File: config.mk
export PLATFORM = sky130hd
export DESIGN_NAME = led_pwm_driver
export DESIGN_NICKNAME = d
export VERILOG_FILES = /design/src/rtl/led_pwm_pkg.sv /design/src/rtl/led_pwm_channel.sv /design/src/rtl/led_pwm_driver.sv
export SDC_FILE = /design/constraint.sdc
export NUM_CORES = 1
export LEC_CHECK = 0
export BUFFER_PORTS_ARGS = -buffer_cell sky130_fd_sc_hd__clkbuf_2
export CAP_MARGIN = 30
export CORE_ASPECT_RATIO = 0.75
export CORE_MARGIN = 2
export CORE_UTILIZATION = 34
export CTS_CLUSTER_SIZE = 20
export DETAILED_ROUTE_END_ITERATION = 6
export SETUP_SLACK_MARGIN = 0.4
export SLEW_MARGIN = 20
export SYNTH_ARGS = -nofsm -noshare
export SYNTH_HDL_FRONTEND = slang
export SYNTH_SLANG_ARGS = --single-unit
File: constraint.sdc
create_clock -name clk_25mhz -period 1.8 [get_ports clk_25mhz]
set_input_delay 0.27 -clock clk_25mhz [delete_from_list [all_inputs] [get_ports clk_25mhz]]
set_output_delay 0.27 -clock clk_25mhz [all_outputs]
set_load 0.01 [all_outputs]
File: src/rtl/led_pwm_pkg.sv
// Shared types and helpers for the LED PWM driver.
// The squaring helper is only referenced when LED_PWM_GAMMA_EN is defined.
package led_pwm_pkg;

  localparam int unsigned DUTY_W = 8;

  typedef logic [DUTY_W-1:0] duty_t;

  localparam duty_t PWM_MAX = 8'd255;

  // Perceptual brightness curve: upper byte of the 16-bit square.
  function automatic duty_t gamma_sq(input duty_t d);
    logic [2*DUTY_W-1:0] sq;
    sq = {{DUTY_W{1'b0}}, d} * {{DUTY_W{1'b0}}, d};
    return sq[2*DUTY_W-1:DUTY_W];
  endfunction

endpackage

File: src/rtl/led_pwm_channel.sv
// One PWM channel: shadow/active duty pair, compare and registered LED output.
// With LED_PWM_GAMMA_EN defined the shadow value is squared on its way to active.
module led_pwm_channel
  import led_pwm_pkg::*;
(
  input  logic              clk_i,
  input  logic              rst_ni,
  input  logic              we_i,
  input  logic [DUTY_W-1:0] wr_data_i,
  input  logic              update_i,
  input  logic [DUTY_W-1:0] pwm_cnt_i,
  output logic              led_o
);

  duty_t shadow_q, shadow_d;
  duty_t active_q, active_d;
  duty_t next_active;
  logic  led_q, led_d;

  // Computed from shadow so active still loads on the update edge itself.
  always_comb begin
`ifdef LED_PWM_GAMMA_EN
    next_active = gamma_sq(shadow_q);
`else
    next_active = shadow_q;
`endif
  end

  always_comb begin
    shadow_d = we_i ? wr_data_i : shadow_q;
    active_d = update_i ? next_active : active_q;
    led_d    = (pwm_cnt_i < active_q);
  end

  always_ff @(posedge clk_i) begin
    if (!rst_ni) begin
      shadow_q <= '0;
      active_q <= '0;
      led_q    <= 1'b0;
    end else begin
      shadow_q <= shadow_d;
      active_q <= active_d;
      led_q    <= led_d;
    end
  end

  assign led_o = led_q;

endmodule

File: src/rtl/led_pwm_driver.sv
// Per-LED PWM brightness driver with double-buffered duties swapped at period boundaries.
// Optional gamma curve selected by defining LED_PWM_GAMMA_EN.
module led_pwm_driver
  import led_pwm_pkg::*;
#(
  parameter int unsigned NUM_LED  = 8,
  parameter int unsigned PRESCALE = 4,
  localparam int unsigned AddrW   = (NUM_LED > 1) ? $clog2(NUM_LED) : 1
) (
  input  logic               clk_25mhz,
  input  logic               rst_n,
  input  logic               wr_valid,
  output logic               wr_ready,
  input  logic [AddrW-1:0]   wr_addr,
  input  logic [DUTY_W-1:0]  wr_data,
  output logic [NUM_LED-1:0] led,
  output logic               period_start
);

  localparam int unsigned PsW = (PRESCALE > 1) ? $clog2(PRESCALE) : 1;
  localparam logic [PsW-1:0] PsLast = PsW'(PRESCALE - 1);

  logic [PsW-1:0] prescale_q, prescale_d;
  duty_t          pwm_cnt_q, pwm_cnt_d;
  logic           run_q, run_d;
  logic           period_start_q, period_start_d;
  logic           tick, update, wr_fire;

  always_comb begin
    tick   = (prescale_q == PsLast);
    update = tick && (pwm_cnt_q == PWM_MAX);
  end

  // Ready depends on registered state only; it drops for the single update cycle.
  assign wr_ready = run_q && !update;
  assign wr_fire  = wr_valid && wr_ready;

  always_comb begin
    prescale_d     = tick ? '0 : prescale_q + 1'b1;
    pwm_cnt_d      = tick ? pwm_cnt_q + 1'b1 : pwm_cnt_q;
    run_d          = 1'b1;
    period_start_d = update;
  end

  always_ff @(posedge clk_25mhz) begin
    if (!rst_n) begin
      prescale_q     <= '0;
      pwm_cnt_q      <= '0;
      run_q          <= 1'b0;
      period_start_q <= 1'b0;
    end else begin
      prescale_q     <= prescale_d;
      pwm_cnt_q      <= pwm_cnt_d;
      run_q          <= run_d;
      period_start_q <= period_start_d;
    end
  end

  assign period_start = period_start_q;

  // Addresses beyond NUM_LED-1 match no channel, so such writes are accepted and dropped.
  for (genvar i = 0; i < NUM_LED; i++) begin : g_chan
    logic we;
    assign we = wr_fire && (wr_addr == AddrW'(i));

    led_pwm_channel u_chan (
      .clk_i     (clk_25mhz),
      .rst_ni    (rst_n),
      .we_i      (we),
      .wr_data_i (wr_data),
      .update_i  (update),
      .pwm_cnt_i (pwm_cnt_q),
      .led_o     (led[i])
    );
  end

endmodule

==> impl_summary.log <==
[metrics] standard-cell rows: 44
[metrics] Routed wire per std cell: approximately 19 µm
[metrics] root buffer selected by CTS: sky130_fd_sc_hd__clkbuf_16
[metrics] Clock Latency Late Sink: 420 ps
[metrics] first-pass GRT wire length: between 30 and 40 mm
[metrics] worst-case clock buffer depth: 2
[metrics] time the worst path needs with I/O delays and setup: roughly 1800 ps
[metrics] Post-Synthesis Net Count: 824
[metrics] highest fanout seen on the critical path: 2
[metrics] largest cells by area after synthesis: sky130_fd_sc_hd__dfxtp_1 (44%), sky130_fd_sc_hd__nand2_1 (12%), sky130_fd_sc_hd__ha_1 (11%)
[metrics] First DRT Iteration DRCs: 366
[metrics] DIE WIDTH: 166.0 µm
[metrics] power dissipated by switching net loads: between 0.0015 and 0.002 W
[metrics] Area growth, synth to finish: 43.48%
[metrics] instance count of the mapped netlist: approximately 750
[metrics] internal power consumption: between 0.005 and 0.006 W
[metrics] worst ir drop on vdd: about 800 µV
[metrics] commonest register cell after synthesis: sky130_fd_sc_hd__dfxtp_1
[metrics] Crit path largest cell delay: about 340 ps
[metrics] count of max-cap constraint violations: 0
[metrics] CTS Buf Count: 17
[metrics] share of final-layout standard cells stronger than drive strength 1: 0.3377
[metrics] count of pins on the block boundary: 24
[metrics] fraction of synthesis flops using an asynchronous set or reset pin: 0
[metrics] Synth Warn #: 0
[metrics] count of clock tree sinks: roughly 150
[metrics] class of the worst hold path: input pin to flip-flop
[metrics] Inserted Diodes: 0
[metrics] number of antenna violations at the first check in global routing: 0
[metrics] data required time at the worst endpoint: ~1500 ps
[metrics] cell family contributing the most delay on the critical path: simple AND/OR/NAND/NOR gates
[metrics] Post-synth EDFFs: 0
[metrics] top cell type by total area after synthesis: sky130_fd_sc_hd__dfxtp_1
[metrics] proportion of power drawn by combinational gates: 0.043
[metrics] area of the core: 0.01932 mm²
[metrics] aggregate routed wire length: between 20 and 25 mm
[metrics] residual overflow from global routing: 0
[metrics] fraction of synthesized cell area taken by the top area cell type: 0.4429
[metrics] fraction of the yosys area taken by sequential cells: 0.4429
[metrics] worst slew margin relative to its limit: 0.5461
[metrics] Buf+Inv Stages, Crit Path: 1
[metrics] Worst Hold Margin: approximately 230 ps
[metrics] post-synthesis average cell area: 8.896 µm²
[metrics] post-route ant nets: 0
[metrics] cells along the critical path: ha_4 -> nand4_4 -> or2_4 -> and2_4 -> buf_6
[metrics] number of buffers inserted by port buffering: 23
[metrics] Starting Density: 0.3462
[metrics] flip-flop and latch count after synthesis: 148
[metrics] die area: ~0.021 mm²
[metrics] hold violation total from the final report: 0
[metrics] Setup violations, final: 0
[metrics] RD Place Congestion: ~0.79
[metrics] Slowest-stage cell, CP: sky130_fd_sc_hd__dfxtp_2
[metrics] share of power burned in the clock network: 0.500
[metrics] switching part of the total: 0.2395
[metrics] area of the mapped netlist: between 0.006 and 0.007 mm²
[metrics] global-route total usage across every layer: 0.1871
[metrics] total of hold buffers inserted after clock tree synthesis: 0
[metrics] Layout Skew: just under 10 ps
[metrics] leakage power figure: 3.608 nW
[metrics] result of the run: finished clean
[metrics] Critical Path Sink Type: primary output
[metrics] RSZ-0062 raised after global routing: yes
[metrics] Highest Clock Rate: 555.9 MHz
[metrics] number of distinct library cells after synthesis: 42
[metrics] pin count of the biggest net entering global routing: 43
[metrics] maximum level of the CTS H-tree: 4
[metrics] TritonCTS clock tree: done
[metrics] nature of the critical path startpoint: flip-flop
[metrics] vias post-DR: approximately 5.5k
[metrics] CTS clk-pin slew, worst paths: approximately 60 ps
[metrics] count of nets after finishing: 903
[metrics] Period Utilization, post-route: 0.9994
[metrics] final count of pins violating max slew: 0
[metrics] vias in the first global route: about 5.4k
[metrics] ratio of total power to cell area: 754.8 mW/mm²
[metrics] Post-Route Setup TNS: 0 ps
[metrics] number of remaining DRC errors: 0
[metrics] classification of the worst setup path: flip-flop to primary output
[metrics] router iterations before antenna repair: 6
[metrics] Worst-Margin Slew: 679.3 ps
[metrics] share of total power in sequential cells: 0.458
[metrics] count of filler cells inserted in the layout: around 1.7k
[metrics] Post-DP HPWL: roughly 11 mm
[metrics] floorplan die height: roughly 130 µm
[metrics] Worst Path Arrival: 1530 ps
[metrics] via density per instance: ~5.0
path summary, 6_finish.rpt:
path,from,to,slack (ps),cells after the start
worst max-delay path,prescale_q[1]$_SDFF_PP0_,wr_ready,1,5
worst min-delay path,rst_n,run_q$_DFF_P_,230,2
worst max register to register,prescale_q[1]$_SDFF_PP0_,g_chan[5].u_chan.active_q[0]$_SDFFE_PN0P_,40,10
worst min register to register,prescale_q[0]$_SDFF_PP0_,prescale_q[0]$_SDFF_PP0_,420,1
cells in the mapped netlist, types with 8 or more instances:
cell                          n
sky130_fd_sc_hd__ha_1        58
sky130_fd_sc_hd__o21ai_0      9
sky130_fd_sc_hd__buf_4        9
sky130_fd_sc_hd__mux2i_1     65
sky130_fd_sc_hd__inv_1       57
sky130_fd_sc_hd__clkbuf_1    19
sky130_fd_sc_hd__dfxtp_1    148
sky130_fd_sc_hd__buf_2       12
sky130_fd_sc_hd__a21oi_1     67
sky130_fd_sc_hd__nor2_1      17
sky130_fd_sc_hd__a2111oi_0    8
sky130_fd_sc_hd__nand2_1    205
per-layer routing:
layer | vias to the layer above | global-route usage | wire (µm) | share of wire
li1 | 2678 | - | - | -
met1 | 2668 | 0.2572 | 9081 | 0.45
met2 | 149 | 0.3024 | 9795 | 0.48
met3 | 31 | 0.03166 | 1172 | 0.058
met4 | 0 | 0.05575 | 331 | 0.016
met5 | - | 0 | 0 | 0
cells by family (layout without fill, tap and decap cells):
group	count (synthesis)	after routing	synth area share
and+or+nand+nor	257	257	0.1698
DFF	148	148	0.4429
AOI/OAI and AO/OA	116	116	0.1059
buffers and inverters	102	194	0.06789
muxes	65	65	0.09725
adders and majority gates	58	58	0.1085
xor gates and xnor gates	6	6	0.007855
layout by cell type (no fill, tap or decap), types with 3 or more instances in the layout:
cell,synthesis,layout
sky130_fd_sc_hd__buf_12,0,19
sky130_fd_sc_hd__clkbuf_16,0,23
sky130_fd_sc_hd__buf_4,9,27
sky130_fd_sc_hd__a21oi_1,67,24
sky130_fd_sc_hd__ha_1,58,34
sky130_fd_sc_hd__nand3_1,3,3
sky130_fd_sc_hd__nand2b_1,6,5
sky130_fd_sc_hd__clkinv_4,0,3
sky130_fd_sc_hd__mux2i_1,65,65
sky130_fd_sc_hd__clkbuf_2,0,22
sky130_fd_sc_hd__a2111oi_4,0,7
sky130_fd_sc_hd__a41oi_2,0,5
sky130_fd_sc_hd__nor3_1,3,3
sky130_fd_sc_hd__inv_6,0,4
sky130_fd_sc_hd__nand2_1,205,169
sky130_fd_sc_hd__dfxtp_1,148,137
sky130_fd_sc_hd__o21ai_0,9,4
sky130_fd_sc_hd__a211o_1,6,6
sky130_fd_sc_hd__nand2_4,0,11
sky130_fd_sc_hd__nor2_1,17,15
sky130_fd_sc_hd__a21oi_2,0,43
sky130_fd_sc_hd__buf_6,3,15
sky130_fd_sc_hd__a21o_1,6,6
sky130_fd_sc_hd__o21a_1,6,6
sky130_fd_sc_hd__inv_1,57,56
sky130_fd_sc_hd__nand2_2,1,26
sky130_fd_sc_hd__o21ai_1,0,3
sky130_fd_sc_hd__xor2_1,4,4
sky130_fd_sc_hd__buf_8,0,6
sky130_fd_sc_hd__clkinvlp_4,0,3
sky130_fd_sc_hd__dfxtp_2,0,6
sky130_fd_sc_hd__buf_16,0,9
sky130_fd_sc_hd__o21bai_1,6,6
sky130_fd_sc_hd__ha_4,0,22
sky130_fd_sc_hd__dfxtp_4,0,5
sky130_fd_sc_hd__nand4_1,3,3
flip-flops by register name (all words and copies together), names as in the netlist:
name / count
g_chan.u_chan.next_active: 64
pwm_cnt_q: 8
g_chan.u_chan.active_q: 64
period_start: 1
g_chan.u_chan.led_o: 8
run_q: 1
prescale_q: 2
repair_timing:
action	in CTS	in global routing
endpoints found under the setup margin	138	141
buffers inserted	19	8
gates resized for setup	118	112
pin swaps	38	32
gates cloned	10	7
cell type report:
type	count	area, µm²	area share
clock buffers	19	442.9	0.04614
clock inverters	13	148.9	0.01551
inverters	57	214.0	0.02229
multi-input cells	502	4105	0.4277
flip-flops and latches	148	2989	0.3114
well taps	253	316.6	0.03298
repair buffers	105	1383	0.1440
stage by stage:
| stage | instances | util | power [W] | area, µm² | setup slack (ps) |
|---|---|---|---|---|---|
| 2_1_floorplan | 752 | - | 0.003540 | 6782 | 83.10 |
| 3_3_place_gp | 1021 | 0.3761 | 0.003657 | 7267 | 36.33 |
| 6_report | 1097 | 0.4968 | 0.007245 | 9599 | 1.025 |
| 3_5_place_dp | 1021 | 0.3761 | 0.003658 | 7267 | -1.596 |
| 4_1_cts | 1082 | 0.4633 | 0.007267 | 8952 | -39.89 |
| 5_1_grt | 1097 | 0.4968 | 0.007428 | 9599 | -39.91 |
worst register-to-register path, cell delays in order, from the launching register on:
cell and delay (ps):
sky130_fd_sc_hd__dfxtp_2 340, sky130_fd_sc_hd__ha_4 150, sky130_fd_sc_hd__nand4_4 110, sky130_fd_sc_hd__or2_4 250, sky130_fd_sc_hd__buf_6 130, sky130_fd_sc_hd__buf_12 130
sky130_fd_sc_hd__buf_12 150, sky130_fd_sc_hd__buf_12 130, sky130_fd_sc_hd__buf_16 140, sky130_fd_sc_hd__nand2_4 60, sky130_fd_sc_hd__a21oi_2 50
power by group through the flow:
| stage | Clock (W) | Combinational (W) | Sequential, W |
|---|---|---|---|
| 3_5_place_dp | 0 | 0.000265 | 0.00339 |
| 5_1_grt | 0.00378 | 0.000328 | 0.00332 |
| 3_3_place_gp | 0 | 0.000264 | 0.00339 |
| 4_1_cts | 0.00366 | 0.000290 | 0.00332 |
| 6_report | 0.00362 | 0.000309 | 0.00332 |
| 2_1_floorplan | 0 | 0.000151 | 0.00339 |
(Power assumes the default switching activity.)
